**config.mk**
```make
export PLATFORM = sky130hd
export DESIGN_NAME = writeback_unit
export DESIGN_NICKNAME = d
export VERILOG_FILES = /design/src/rtl/rv_pkg.sv /design/src/rtl/wb_skid_fifo.sv /design/src/rtl/writeback_unit.sv
export SDC_FILE = /design/constraint.sdc
export NUM_CORES = 1
export LEC_CHECK = 0
export ABC_AREA = 1
export BUFFER_PORTS_ARGS = -buffer_cell sky130_fd_sc_hd__buf_2
export CAP_MARGIN = 0
export CORE_MARGIN = 3
export CORE_UTILIZATION = 50
export CTS_BUF_LIST = sky130_fd_sc_hd__clkbuf_16
export DETAILED_ROUTE_END_ITERATION = 12
export PLACE_DENSITY = 0.71
export SLEW_MARGIN = 20
export SYNTH_ARGS = -nofsm -noshare
export SYNTH_HDL_FRONTEND = slang
export SYNTH_SLANG_ARGS = --single-unit
```
**constraint.sdc**
```tcl
create_clock -name clk -period 4 [get_ports clk]
set_input_delay 0.8 -clock clk [delete_from_list [all_inputs] [get_ports clk]]
set_output_delay 0.8 -clock clk [all_outputs]
set_load 0.02 [all_outputs]
```
**src/rtl/rv_pkg.sv**
```systemverilog
// ============================================================================
// Module : rv_pkg
// Brief  : Shared load-type encodings and the writeback entry record.
// Rev    : 1.0  initial release
// ============================================================================
`default_nettype none

package rv_pkg;

  localparam int unsigned XLEN = 32;

  localparam logic [2:0] F3_LB  = 3'b000;
  localparam logic [2:0] F3_LH  = 3'b001;
  localparam logic [2:0] F3_LW  = 3'b010;
  localparam logic [2:0] F3_LBU = 3'b100;
  localparam logic [2:0] F3_LHU = 3'b101;

  typedef struct packed {
    logic [4:0]      rd;
    logic [XLEN-1:0] data;
  } wb_entry_t;

endpackage

`default_nettype wire

```
**src/rtl/wb_skid_fifo.sv**
```systemverilog
// ============================================================================
// Module : wb_skid_fifo
// Brief  : Two-entry in-order FIFO holding ALU results awaiting writeback.
// Rev    : 1.0  initial release
// ============================================================================
`default_nettype none

module wb_skid_fifo
  import rv_pkg::*;
(
  input  logic      clk,
  input  logic      rst,
  input  logic      i_push,
  input  wb_entry_t i_push_entry,
  input  logic      i_pop,
  output wb_entry_t o_head,
  output logic [1:0] o_count
);

  wb_entry_t  r_mem [2];
  logic       r_wr_ptr;
  logic       r_rd_ptr;
  logic [1:0] r_count;

  // Storage needs no reset: count and pointers alone define validity.
  always_ff @(posedge clk) begin
    if (i_push) begin
      r_mem[r_wr_ptr] <= i_push_entry;
    end
  end

  always_ff @(posedge clk) begin
    if (rst) begin
      r_wr_ptr <= 1'b0;
      r_rd_ptr <= 1'b0;
      r_count  <= 2'd0;
    end else begin
      if (i_push) r_wr_ptr <= ~r_wr_ptr;
      if (i_pop)  r_rd_ptr <= ~r_rd_ptr;
      r_count <= r_count + {1'b0, i_push} - {1'b0, i_pop};
    end
  end

  assign o_head  = r_mem[r_rd_ptr];
  assign o_count = r_count;

endmodule

`default_nettype wire

```
**src/rtl/writeback_unit.sv**
```systemverilog
// ============================================================================
// Module : writeback_unit
// Brief  : Arbitrates load returns and ALU results onto one register-file port.
// Rev    : 1.0  initial release
// ============================================================================
`default_nettype none

module writeback_unit
  import rv_pkg::*;
#(
  parameter int width = 32
) (
  input  logic             clk,
  input  logic             rst,
  input  logic             alu_valid,
  output logic             alu_ready,
  input  logic [4:0]       alu_rd,
  input  logic [width-1:0] alu_data,
  input  logic             mem_valid,
  input  logic [4:0]       mem_rd,
  input  logic [width-1:0] mem_data,
  input  logic [2:0]       mem_funct3,
  input  logic [1:0]       mem_offset,
  output logic             rf_en,
  output logic [4:0]       write_addr,
  output logic [width-1:0] write_data
);

  wb_entry_t        w_head;
  wb_entry_t        w_alu_entry;
  wb_entry_t        w_sel;
  logic [1:0]       w_count;
  logic             w_alu_acc;
  logic             w_sel_vld;
  logic             w_push;
  logic             w_pop;
  logic [7:0]       w_byte;
  logic [15:0]      w_half;
  logic [width-1:0] w_load;

  wb_skid_fifo u_fifo (
    .clk          (clk),
    .rst          (rst),
    .i_push       (w_push),
    .i_push_entry (w_alu_entry),
    .i_pop        (w_pop),
    .o_head       (w_head),
    .o_count      (w_count)
  );

  // Readiness depends only on the stored count, never on this cycle's load.
  assign alu_ready = (w_count < 2'd2);
  assign w_alu_acc = alu_valid & alu_ready & ~rst;

  always_comb begin
    w_alu_entry      = '0;
    w_alu_entry.rd   = alu_rd;
    w_alu_entry.data = XLEN'(alu_data);
  end

  assign w_byte = mem_data[{mem_offset, 3'b000} +: 8];
  assign w_half = mem_data[{mem_offset[1], 4'b0000} +: 16];

  always_comb begin
    w_load = mem_data;
    case (mem_funct3)
      F3_LB:   w_load = {{(width-8){w_byte[7]}}, w_byte};
      F3_LH:   w_load = {{(width-16){w_half[15]}}, w_half};
      F3_LBU:  w_load = {{(width-8){1'b0}}, w_byte};
      F3_LHU:  w_load = {{(width-16){1'b0}}, w_half};
      default: w_load = mem_data;
    endcase
  end

  // Loads win outright; queued ALU results drain before any new one bypasses.
  always_comb begin
    w_sel_vld = 1'b0;
    w_sel     = '0;
    w_push    = 1'b0;
    w_pop     = 1'b0;
    if (!rst) begin
      if (mem_valid) begin
        w_sel_vld  = 1'b1;
        w_sel.rd   = mem_rd;
        w_sel.data = XLEN'(w_load);
        w_push     = w_alu_acc;
      end else if (w_count != 2'd0) begin
        w_sel_vld = 1'b1;
        w_sel     = w_head;
        w_pop     = 1'b1;
        w_push    = w_alu_acc;
      end else if (w_alu_acc) begin
        w_sel_vld = 1'b1;
        w_sel     = w_alu_entry;
      end
    end
  end

  always_ff @(posedge clk) begin
    if (rst) begin
      rf_en      <= 1'b0;
      write_addr <= 5'd0;
      write_data <= '0;
    end else begin
      rf_en <= w_sel_vld && (w_sel.rd != 5'd0);
      if (w_sel_vld) begin
        write_addr <= w_sel.rd;
        write_data <= width'(w_sel.data);
      end
    end
  end

endmodule

`default_nettype wire

```
==> metrics.cfg, run 1 <==
[status]
status = finished clean

[worst_setup_path]
cpPeakStageDelay_ns = 0.45
cp_top_family = buffers and inverters
r2r_cells = 10
start_kind = input pin
worstSetupPathType = input pin to flip-flop
r2r_end = write_data[15]
r2r_slack_ns = 1.79
required_ns = 4.06
cp_slowest_cell = buf_4
worst-path-buf-inv = 4
worstReg2RegStart = u_fifo.o_count[1]
critPathMaxFanout = 27
cp.arrival_ns = 2.39
path_cells = buf_2 -> clkinv_2 -> nand3_1 -> nor2_1 -> inv_1 -> nor2_4 -> buf_4
end_kind = flip-flop

[synthesis]
ys_warn_count = 0
synthesis.nets = 771
async_reset_ff_share_pct = 0
yosys.cell_types.count = 29
synth-edff-count = 74
syn_area_um2 = 5620
synthFlopType = edfxtp_1
avgSynthCellArea_um2 = 8.20
ys_ff_latch = 117
synth_cells = 686
ys_seq_area_share_pct = 54.8

[finish]
layout_common_cells = nand2_1 (243), buf_2 (121), edfxtp_1 (74)
area_growth_syn_to_layout_pct = 21.2
nFillCells = 958
drive_gt1_share_pct = 21.8
final_common_cell = nand2_1
multi_input_area_um2 = 2190
seqCellArea_um2 = 3080
nets = 883
antennaDiodeCount = 0

[timing]
timing.fmax_mhz = 430
max-slew-margin-rel_pct = 34.1
tightest_slew_ns = 0.986
min_period_ns = 2.33
rsz0062_at_grt = false
fin_worst_skew_ns = 0.00969
slew_viol_final = 0
hold_viol = 0
worst_slack_ns = 1.67
finalSetupTns_ns = 0
period_share_pct = 58.1
setup_viol = 0

[clock_network]
cts-root-buf = clkbuf_16
cts.clk_slew.worst_paths_ns = 0.05
clk_latency_ns = 0.42
ctsResizeCount = 0
clock-sinks = 117
cts_buffers = 17
postCtsSetupBuffers = 0
clk_path_buf_depth = 2
htree_levels = 4
cts_hold_buf = 0
cts_tree = done

[min_path]
hold_end = write_data[10]
worstHoldStart = write_data[10]
min_path_type = flip-flop to flip-flop
whs_path_depth = 2

[detailed_routing]
vias = 5172
drt_wl_total_mm = 15.7
drt_iter0_markers = 495
viasPerCell = 5.44
dr.pass1.iters = 6
routedWlPerCell_um = 16.5
drc_errors = 0
antenna_left = 0

[grt]
grt_antenna_before_repair = 0
first_global_vias = 4981
grt_max_degree = 38
grt_overflow_total = 0
grt_pass1_wl_mm = 25.1
grt_usage_pct = 25.5

[power_and_ir_drop]
vdd_drop_max_mv = 0.312
pwr_density_cell_nw_per_um2 = 505
p_leak_nw = 3.07
total_power_mw = 3.44

[die]
ios = 122
rows = 38
dieArea_um2 = 12600
initial_core_util_pct = 51.4
fp.dieH_um = 112
core_area_um2 = 10900
die_x_um = 112

[run]
cap_violations = 0

[placement]
place_ws_ns = 1.27
port-buffer-count = 121
dp_hpwl_mm = 10.6
gp_congestion = 0.888

[synthesized netlist by cell type (4+ instances only)]
cell type | instances | area, µm²
nand2_1 | 243 | 912
edfxtp_1 | 74 | 2220
nor2_1 | 69 | 259
o21ai_0 | 54 | 270
dfxtp_1 | 43 | 861
nand3_1 | 39 | 195
inv_1 | 38 | 143
a21oi_1 | 30 | 150
buf_2 | 14 | 70.1
nand4_1 | 14 | 87.6
clkbuf_1 | 12 | 45.0
o21ai_1 | 10 | 50.1
o211ai_1 | 9 | 67.6
buf_6 | 5 | 56.3
inv_2 | 5 | 18.8
buf_1 | 4 | 15.0
nor2_2 | 4 | 25.0
o2111ai_1 | 4 | 35.0
[through the flow]
| step | cell area (µm²) | utilization (%) | hold slack, ns | cells |
|---|---|---|---|---|
| floorplan | 5620 | - | 0.448 | 686 |
| global placement | 6290 | 57.5 | 0.449 | 919 |
| detailed placement | 6290 | 57.5 | 0.455 | 919 |
| CTS | 6810 | 62.3 | 0.464 | 951 |
| global route | 6810 | 62.3 | 0.480 | 951 |
| finish | 6810 | 62.3 | 0.460 | 951 |
[power breakdown]
part | switching [mW] | leakage [nW] | internal (mW)
clock | 0.520 | 0.261 | 0.831
combinational | 0.456 | 1.78 | 0.208
sequential | 0.0426 | 1.03 | 1.38
[layer usage]
metal	global-route usage, %	share of wire, %	up-vias
li1	-	-	2494
met1	33.8	41	2385
met2	41.3	47	267
met3	6.52	9.4	26
met4	8.41	1.7	0
met5	0	0	-
[flip-flops by register name, summed over array words and instances (netlist names), named ones only]
name and cells:
u_fifo.r_wr_ptr 1, write_data 32, rf_en 1, u_fifo.o_count 2, u_fifo.r_mem 74, u_fifo.r_rd_ptr 1
write_addr 5
[area by class of cell]
| class | instances | area share (%) |
|---|---|---|
| clock buffers | 17 | 6.24 |
| well taps | 140 | 2.57 |
| clock inverters | 15 | 1.51 |
| multi-input cells | 488 | 32.1 |
| repair buffers | 130 | 9.88 |
| flip-flops and latches | 117 | 45.2 |
| inverters | 44 | 2.44 |
[cell families (layout without fill, tap and decap cells)]
kind of cell,Yosys count,in the layout,synth area share (%)
xor+xnor,1,1,0.156
compound gates,109,109,10.5
simple gates,376,376,27.5
flops,117,117,54.8
fa+ha+maj,2,2,0.445
buf+inv,81,206,6.54
[worst register-to-register path, stage by stage (launching register included)]
cell and delay (ns):
dfxtp_1 0.37, nor2_2 0.21, nand2_1 0.14, nor2_2 0.46, inv_1 0.16, nand2_4 0.29, inv_2 0.21, nand2_1 0.10
nor2_1 0.04, nand2_1 0.06, a21oi_1 0.05
[how the worst max path moves through the flow]
stage	endpoint	cells past startpoint	from	slack (ns)
6_report	u_fifo.r_mem[1][6]	7	rst	1.67
5_1_grt	write_data[7]	8	rst	1.50
4_1_cts	u_fifo.r_mem[1][6]	7	rst	1.69
3_5_place_dp	u_fifo.r_mem[1][27]	7	rst	1.27
3_3_place_gp	u_fifo.r_mem[1][25]	7	rst	1.35
2_1_floorplan	u_fifo.r_mem[1][0]	7	mem_valid	0.58
(Power assumes the default switching activity.)
==> run 2, diff against run 1 <==
CORE_UTILIZATION = 49   (was 50)
PLACE_DENSITY = 0.73   (was 0.71)
clock period = 1.9 ns   (was 4 ns; I/O delays follow)
==> metrics.cfg, run 2 (synthesis results as in run 1) <==
[clock_network]
htree_levels = 4  ; unchanged
cts_tree = done
clk_latency_ns = 0.41  ; about the same
cts.clk_slew.worst_paths_ns = 0.06  ; about the same
cts_buffers = 17  ; unchanged
clock-sinks = 117  ; unchanged
cts-root-buf = clkbuf_16
clk_path_buf_depth = 2  ; unchanged
cts_hold_buf = 0  ; unchanged

[grt]
grt_antenna_before_repair = 3  ; +3
grt_usage_pct = 25.1  ; -0.40 points
first_global_vias = 5098  ; +2.3%
grt_pass1_wl_mm = 25.0  ; -0.38%
grt_max_degree = 49  ; +29%
grt_overflow_total = 0  ; unchanged

[worst_setup_path]
worstReg2RegStart = u_fifo.o_count[1]
cp.arrival_ns = 2.11  ; -0.28 ns
critPathMaxFanout = 5  ; -81%
r2r_end = u_fifo.o_count[1]
r2r_cells = 11  ; +1
end_kind = flip-flop
required_ns = 2.23  ; -1.83 ns
worstSetupPathType = flip-flop to flip-flop
r2r_slack_ns = 0.12  ; -1.67 ns
start_kind = flip-flop

[finish]
area_growth_syn_to_layout_pct = 25.6
nFillCells = 943  ; -1.6%
largest-register = u_fifo.r_mem
final_cells = 967  ; +1.7%
final_common_cell = nand2_1
nets = 897  ; +1.6%
drive_gt1_share_pct = 24.0  ; +2.2 points
largest_reg_flops = 74  ; unchanged
reg_top3 = u_fifo.r_mem: 74 flops, write_data: 32 flops, write_addr: 5 flops
layout_common_cells = nand2_1 (242), buf_2 (121), edfxtp_1 (74)

[die]
dieArea_um2 = 12800  ; +1.9%
fp.dieH_um = 113  ; +0.96%
rows = 38  ; unchanged
initial_core_util_pct = 51.0  ; -0.44 points
core_area_um2 = 11000  ; +0.87%
die_x_um = 113  ; +0.96%
ios = 122  ; unchanged

[placement]
dp_cells = 933  ; +1.5%
dp_hpwl_mm = 10.7  ; +0.88%
port-buffer-count = 121  ; unchanged
gp_congestion = 0.859  ; -3.3%

[power_and_ir_drop]
switchingPower_mw = 2.20  ; +120%
p_seq_share_pct = 39.2  ; -2.2 points
swShare_pct = 28.8  ; -0.82 points
clock_power_share_pct = 41.6  ; +2.3 points
pwr-share-comb_pct = 19.1  ; -0.2 points
p_leak_nw = 3.18  ; +3.3%
pwr_density_cell_nw_per_um2 = 1080  ; +110%
vdd_drop_max_mv = 0.757  ; +140%
intPower_mw = 5.44  ; +120%

[timing]
min_period_ns = 1.78
period_share_pct = 93.8
timing.fmax_mhz = 561
hold_viol = 0  ; unchanged
tightest_slew_ns = 0.530  ; -0.456 ns
rsz0062_at_grt = false
finalSetupTns_ns = 0  ; unchanged
setup_viol = 0  ; unchanged
fin_worst_skew_ns = 0.00643  ; -0.00327 ns
slew_viol_final = 0  ; unchanged
max-slew-margin-rel_pct = 64.6  ; +31 points

[min_path]
whs_path_depth = 1  ; -1
worstHoldStart = alu_data[3]
min_path_type = input pin to flip-flop
hold_end = u_fifo.r_mem[0][3]

[detailed_routing]
routedWlPerCell_um = 16.3  ; -1.3%
drt_wl_total_mm = 15.8  ; +0.32%
viasPerCell = 5.40  ; -0.72%
antenna_left = 0  ; unchanged
dr.pass1.iters = 5  ; -1
drt_iter0_markers = 420  ; -15%
drc_errors = 0  ; unchanged
vias = 5221  ; +0.95%

[run]
cap_violations = 0  ; unchanged

[status]
status = finished clean

run 2: cell count changes in the layout (fill, tap and decap cells not counted), sizes merged:
| cell | before | now |
|---|---|---|
| clkinv | 8 | 5 |
| inv | 46 | 45 |
| buf | 130 | 144 |
| bufinv | 1 | 3 |
| diode | 0 | 2 |
| clkinvlp | 4 | 6 |
run 2: final cells by class:
| type | instances | area (µm²) | share of cell area, % |
|---|---|---|---|
| clock buffers | 17 | 425 | 6.02 |
| clock inverters | 15 | 165 | 2.34 |
| diodes | 2 | 5.00 | 0.0709 |
| multi-input cells | 488 | 2200 | 31.1 |
| well taps | 140 | 175 | 2.48 |
| inverters | 44 | 169 | 2.39 |
| repair buffers | 144 | 841 | 11.9 |
| flip-flops and latches | 117 | 3080 | 43.7 |
run 2: per-stage QoR:
step	power (mW)	hold WS, ns	util (%)	setup WS, ns	cell area [µm²]
floorplan	3.97	0.448	-	0.0156	5650
global placement	4.46	0.452	58.6	0.0987	6470
detailed placement	4.50	0.451	58.6	0.0286	6470
CTS	7.65	0.162	64.0	0.0436	7060
global route	7.97	0.158	64.0	0.0197	7060
finish	7.63	0.171	64.0	0.118	7060
run 2: power by group through the flow:
stage | logic [mW] | registers (mW) | clock network, mW
detailed placement | 1.45 | 3.04 | 0
finish | 1.46 | 2.99 | 3.18
floorplan | 0.788 | 3.18 | 0
global placement | 1.43 | 3.04 | 0
CTS | 1.46 | 2.99 | 3.20
global route | 1.62 | 3.01 | 3.34
run 2: repair_timing:
item                                    CTS  global route
endpoints found under the setup margin    0             2
resized for setup                         0             1
setup buffers                             0             0
run 2: worst max-delay path by stage:
stage / endpoint / slack [ns] / startpoint / depth (start not counted)
after floorplan: u_fifo.r_mem[1][0] / 0.02 / mem_valid / 7
after global placement: u_fifo.o_count[1] / 0.1 / mem_valid / 12
after detailed placement: u_fifo.o_count[1] / 0.03 / mem_valid / 12
after CTS: u_fifo.o_count[1] / 0.04 / u_fifo.o_count[1] / 11
after global routing: u_fifo.o_count[1] / 0.02 / u_fifo.o_count[1] / 11
final: u_fifo.o_count[1] / 0.12 / u_fifo.o_count[1] / 11
run 2: worst max-delay path, stage by stage, from the launching register on:
cell	delay, ns
dfxtp_2	0.39
nor2_2	0.08
nand2_4	0.08
inv_4	0.04
nor2_2	0.12
inv_2	0.05
ha_1	0.26
inv_1	0.04
ha_1	0.20
xor2_1	0.17
o21ai_0	0.10
a21oi_1	0.15
run 2: routing by layer:
metal / GRT usage [%] / part of all wire, % / up-vias
met5: 0 / 0.044 / -
met4: 8.49 / 1.3 / 2
met3: 7.11 / 9.6 / 22
met2: 40.9 / 47 / 257
met1: 32.4 / 42 / 2417
li1: - / - / 2523
==> run 3, diff against run 2 <==
PLACE_DENSITY = 0.76   (was 0.73)
REMOVE_ABC_BUFFERS = 1   (was default)
==> metrics.cfg, run 3 (synthesis results as in run 1) <==
[status]
status = finished clean

[detailed_routing]
antenna_left = 0  ; unchanged
vias = 5404  ; +3.5%
dr.pass1.iters = 7  ; +2
routedWlPerCell_um = 17.1  ; +4.7%
drt_iter0_markers = 580  ; +38%
viasPerCell = 5.58  ; +3.3%
drt_wl_total_mm = 16.6  ; +4.9%
drc_errors = 0  ; unchanged

[timing]
worst_slack_ns = 0.0755  ; -0.0422 ns
rsz0062_at_grt = false
finalSetupTns_ns = 0  ; unchanged
setup_viol = 0  ; unchanged
fin_worst_skew_ns = 0.00604  ; -0.000385 ns
slew_viol_final = 0  ; unchanged
hold_viol = 0  ; unchanged
period_share_pct = 96.0  ; +2.2 points
max-slew-margin-rel_pct = 69.7  ; +5.1 points
tightest_slew_ns = 0.454  ; -0.0756 ns
min_period_ns = 1.82  ; +0.0422 ns
timing.fmax_mhz = 548  ; -2.3%

[clock_network]
cts-root-buf = clkbuf_16
postCtsSetupBuffers = 0  ; unchanged
clock-sinks = 117  ; unchanged
clk_latency_ns = 0.42  ; about the same
cts_hold_buf = 0  ; unchanged
cts_buffers = 17  ; unchanged
htree_levels = 4  ; unchanged
cts.clk_slew.worst_paths_ns = 0.06  ; about the same
cts_tree = done
clk_path_buf_depth = 2  ; unchanged

[min_path]
min_path_type = input pin to flip-flop
whs_path_depth = 1  ; unchanged
hold_end = u_fifo.r_mem[0][17]
worstHoldStart = alu_data[17]

[grt]
grt_antenna_before_repair = 1  ; -2
grt_max_degree = 48  ; -2.0%
grt_usage_pct = 26.2  ; +1.1 points
first_global_vias = 5179  ; +1.6%
grt_overflow_total = 0  ; unchanged
grt_pass1_wl_mm = 25.9  ; +3.6%

[die]
fp.dieH_um = 113  ; unchanged
dieArea_um2 = 12800  ; unchanged
core_area_um2 = 11000  ; unchanged
initial_core_util_pct = 51.0  ; unchanged
ios = 122  ; unchanged
rows = 38  ; unchanged
die_x_um = 113  ; unchanged

[placement]
place_area_um2 = 6460  ; about the same
dp_hpwl_mm = 11.1  ; +3.7%
dp_cells = 936  ; +0.32%
place_ws_ns = 0.0113  ; -0.0173 ns
port-buffer-count = 121  ; unchanged
gp_congestion = 0.850  ; -1.0%

[worst_setup_path]
start_kind = flip-flop
required_ns = 2.20  ; -0.03 ns
cp.arrival_ns = 2.12  ; about the same
worstSetupPathType = flip-flop to flip-flop
critPathMaxFanout = 5  ; unchanged
end_kind = flip-flop
r2r_cells = 11  ; unchanged
worstReg2RegStart = u_fifo.o_count[1]
r2r_slack_ns = 0.08  ; -0.04 ns
r2r_end = u_fifo.o_count[1]

[power_and_ir_drop]
p_leak_nw = 3.22  ; +1.4%
total_power_mw = 7.76  ; +1.7%
pwr_density_cell_nw_per_um2 = 1100  ; +1.4%
vdd_drop_max_mv = 0.612  ; -19%

[finish]
nets = 900  ; +0.33%
largest_reg_flops = 74  ; unchanged
layout_common_cells = nand2_1 (243), buf_2 (121), edfxtp_1 (74)
largest-register = u_fifo.r_mem
drive_gt1_share_pct = 23.6  ; -0.45 points
reg_top3 = u_fifo.r_mem: 74 flops, write_data: 32 flops, write_addr: 5 flops
final_cells = 969  ; +0.21%
area_growth_syn_to_layout_pct = 25.9
final_common_cell = nand2_1
final_area_um2 = 7080  ; +0.28%
nFillCells = 904  ; -4.1%

[run]
cap_violations = 0  ; unchanged

-- run 3: cell count changes in the layout (fill, tap and decap cells not counted), sizes merged --
cell / change
clkinvlp: -5
clkinv: +1
buf: +3
inv: +2
clkbuf: +2
diode: -1
-- run 3: worst max path at each step --
stage / cells past startpoint / from / slack [ns] / to
floorplan: 6 / u_fifo.o_count[1] / -1.14 / u_fifo.r_mem[1][0]
global placement: 12 / mem_valid / 0.10 / u_fifo.o_count[1]
detailed placement: 12 / mem_valid / 0.01 / u_fifo.o_count[1]
CTS: 11 / u_fifo.o_count[1] / 0.08 / u_fifo.o_count[1]
global route: 11 / u_fifo.o_count[1] / 0.002 / u_fifo.o_count[1]
finish: 11 / u_fifo.o_count[1] / 0.08 / u_fifo.o_count[1]
-- run 3: cell type report --
type | count | area, µm² | area share [%]
antenna | 1 | 2.50 | 0.0353
clock buffer | 19 | 475 | 6.71
clock inverter | 13 | 136 | 1.93
inverter | 44 | 166 | 2.35
multi-input combinational | 488 | 2190 | 30.9
sequential | 117 | 3080 | 43.5
tap | 140 | 175 | 2.47
timing repair buffer | 147 | 855 | 12.1
-- run 3: worst max-delay path, cell delays in order (launching register included) --
cell	delay, ns
dfxtp_2	0.39
nor2_2	0.08
nand2_1	0.10
inv_2	0.04
nor2_1	0.12
inv_1	0.08
ha_1	0.29
inv_1	0.05
ha_1	0.20
xor2_1	0.15
o21ai_0	0.15
a21oi_1	0.06
-- run 3: routing by layer --
layer	routed length [µm]	vias up	global-route usage, %
met4	549	0	12.1
li1	-	2530	-
met5	0	-	0
met1	6330	2506	32.3
met2	8020	312	42.7
met3	1650	56	7.43
-- run 3: per-stage QoR --
| step | hold slack, ns | util [%] |
|---|---|---|
| 3_5_place_dp | 0.457 | 58.6 |
| 3_3_place_gp | 0.451 | 58.6 |
| 6_report | 0.166 | 64.2 |
| 5_1_grt | 0.150 | 64.2 |
| 2_1_floorplan | 0.448 | - |
| 4_1_cts | 0.158 | 64.2 |
-- run 3: report_power, final --
group | switching, mW | internal [mW]
Clock | 1.09 | 2.18
Sequential | 0.0900 | 2.91
Combinational | 0.997 | 0.495
-- run 3: what timing repair did --
action | 4_1_cts | 5_1_grt
pin swaps | 0 | 0
setup endpoints to repair | 1 | 1
resized for setup | 1 | 1
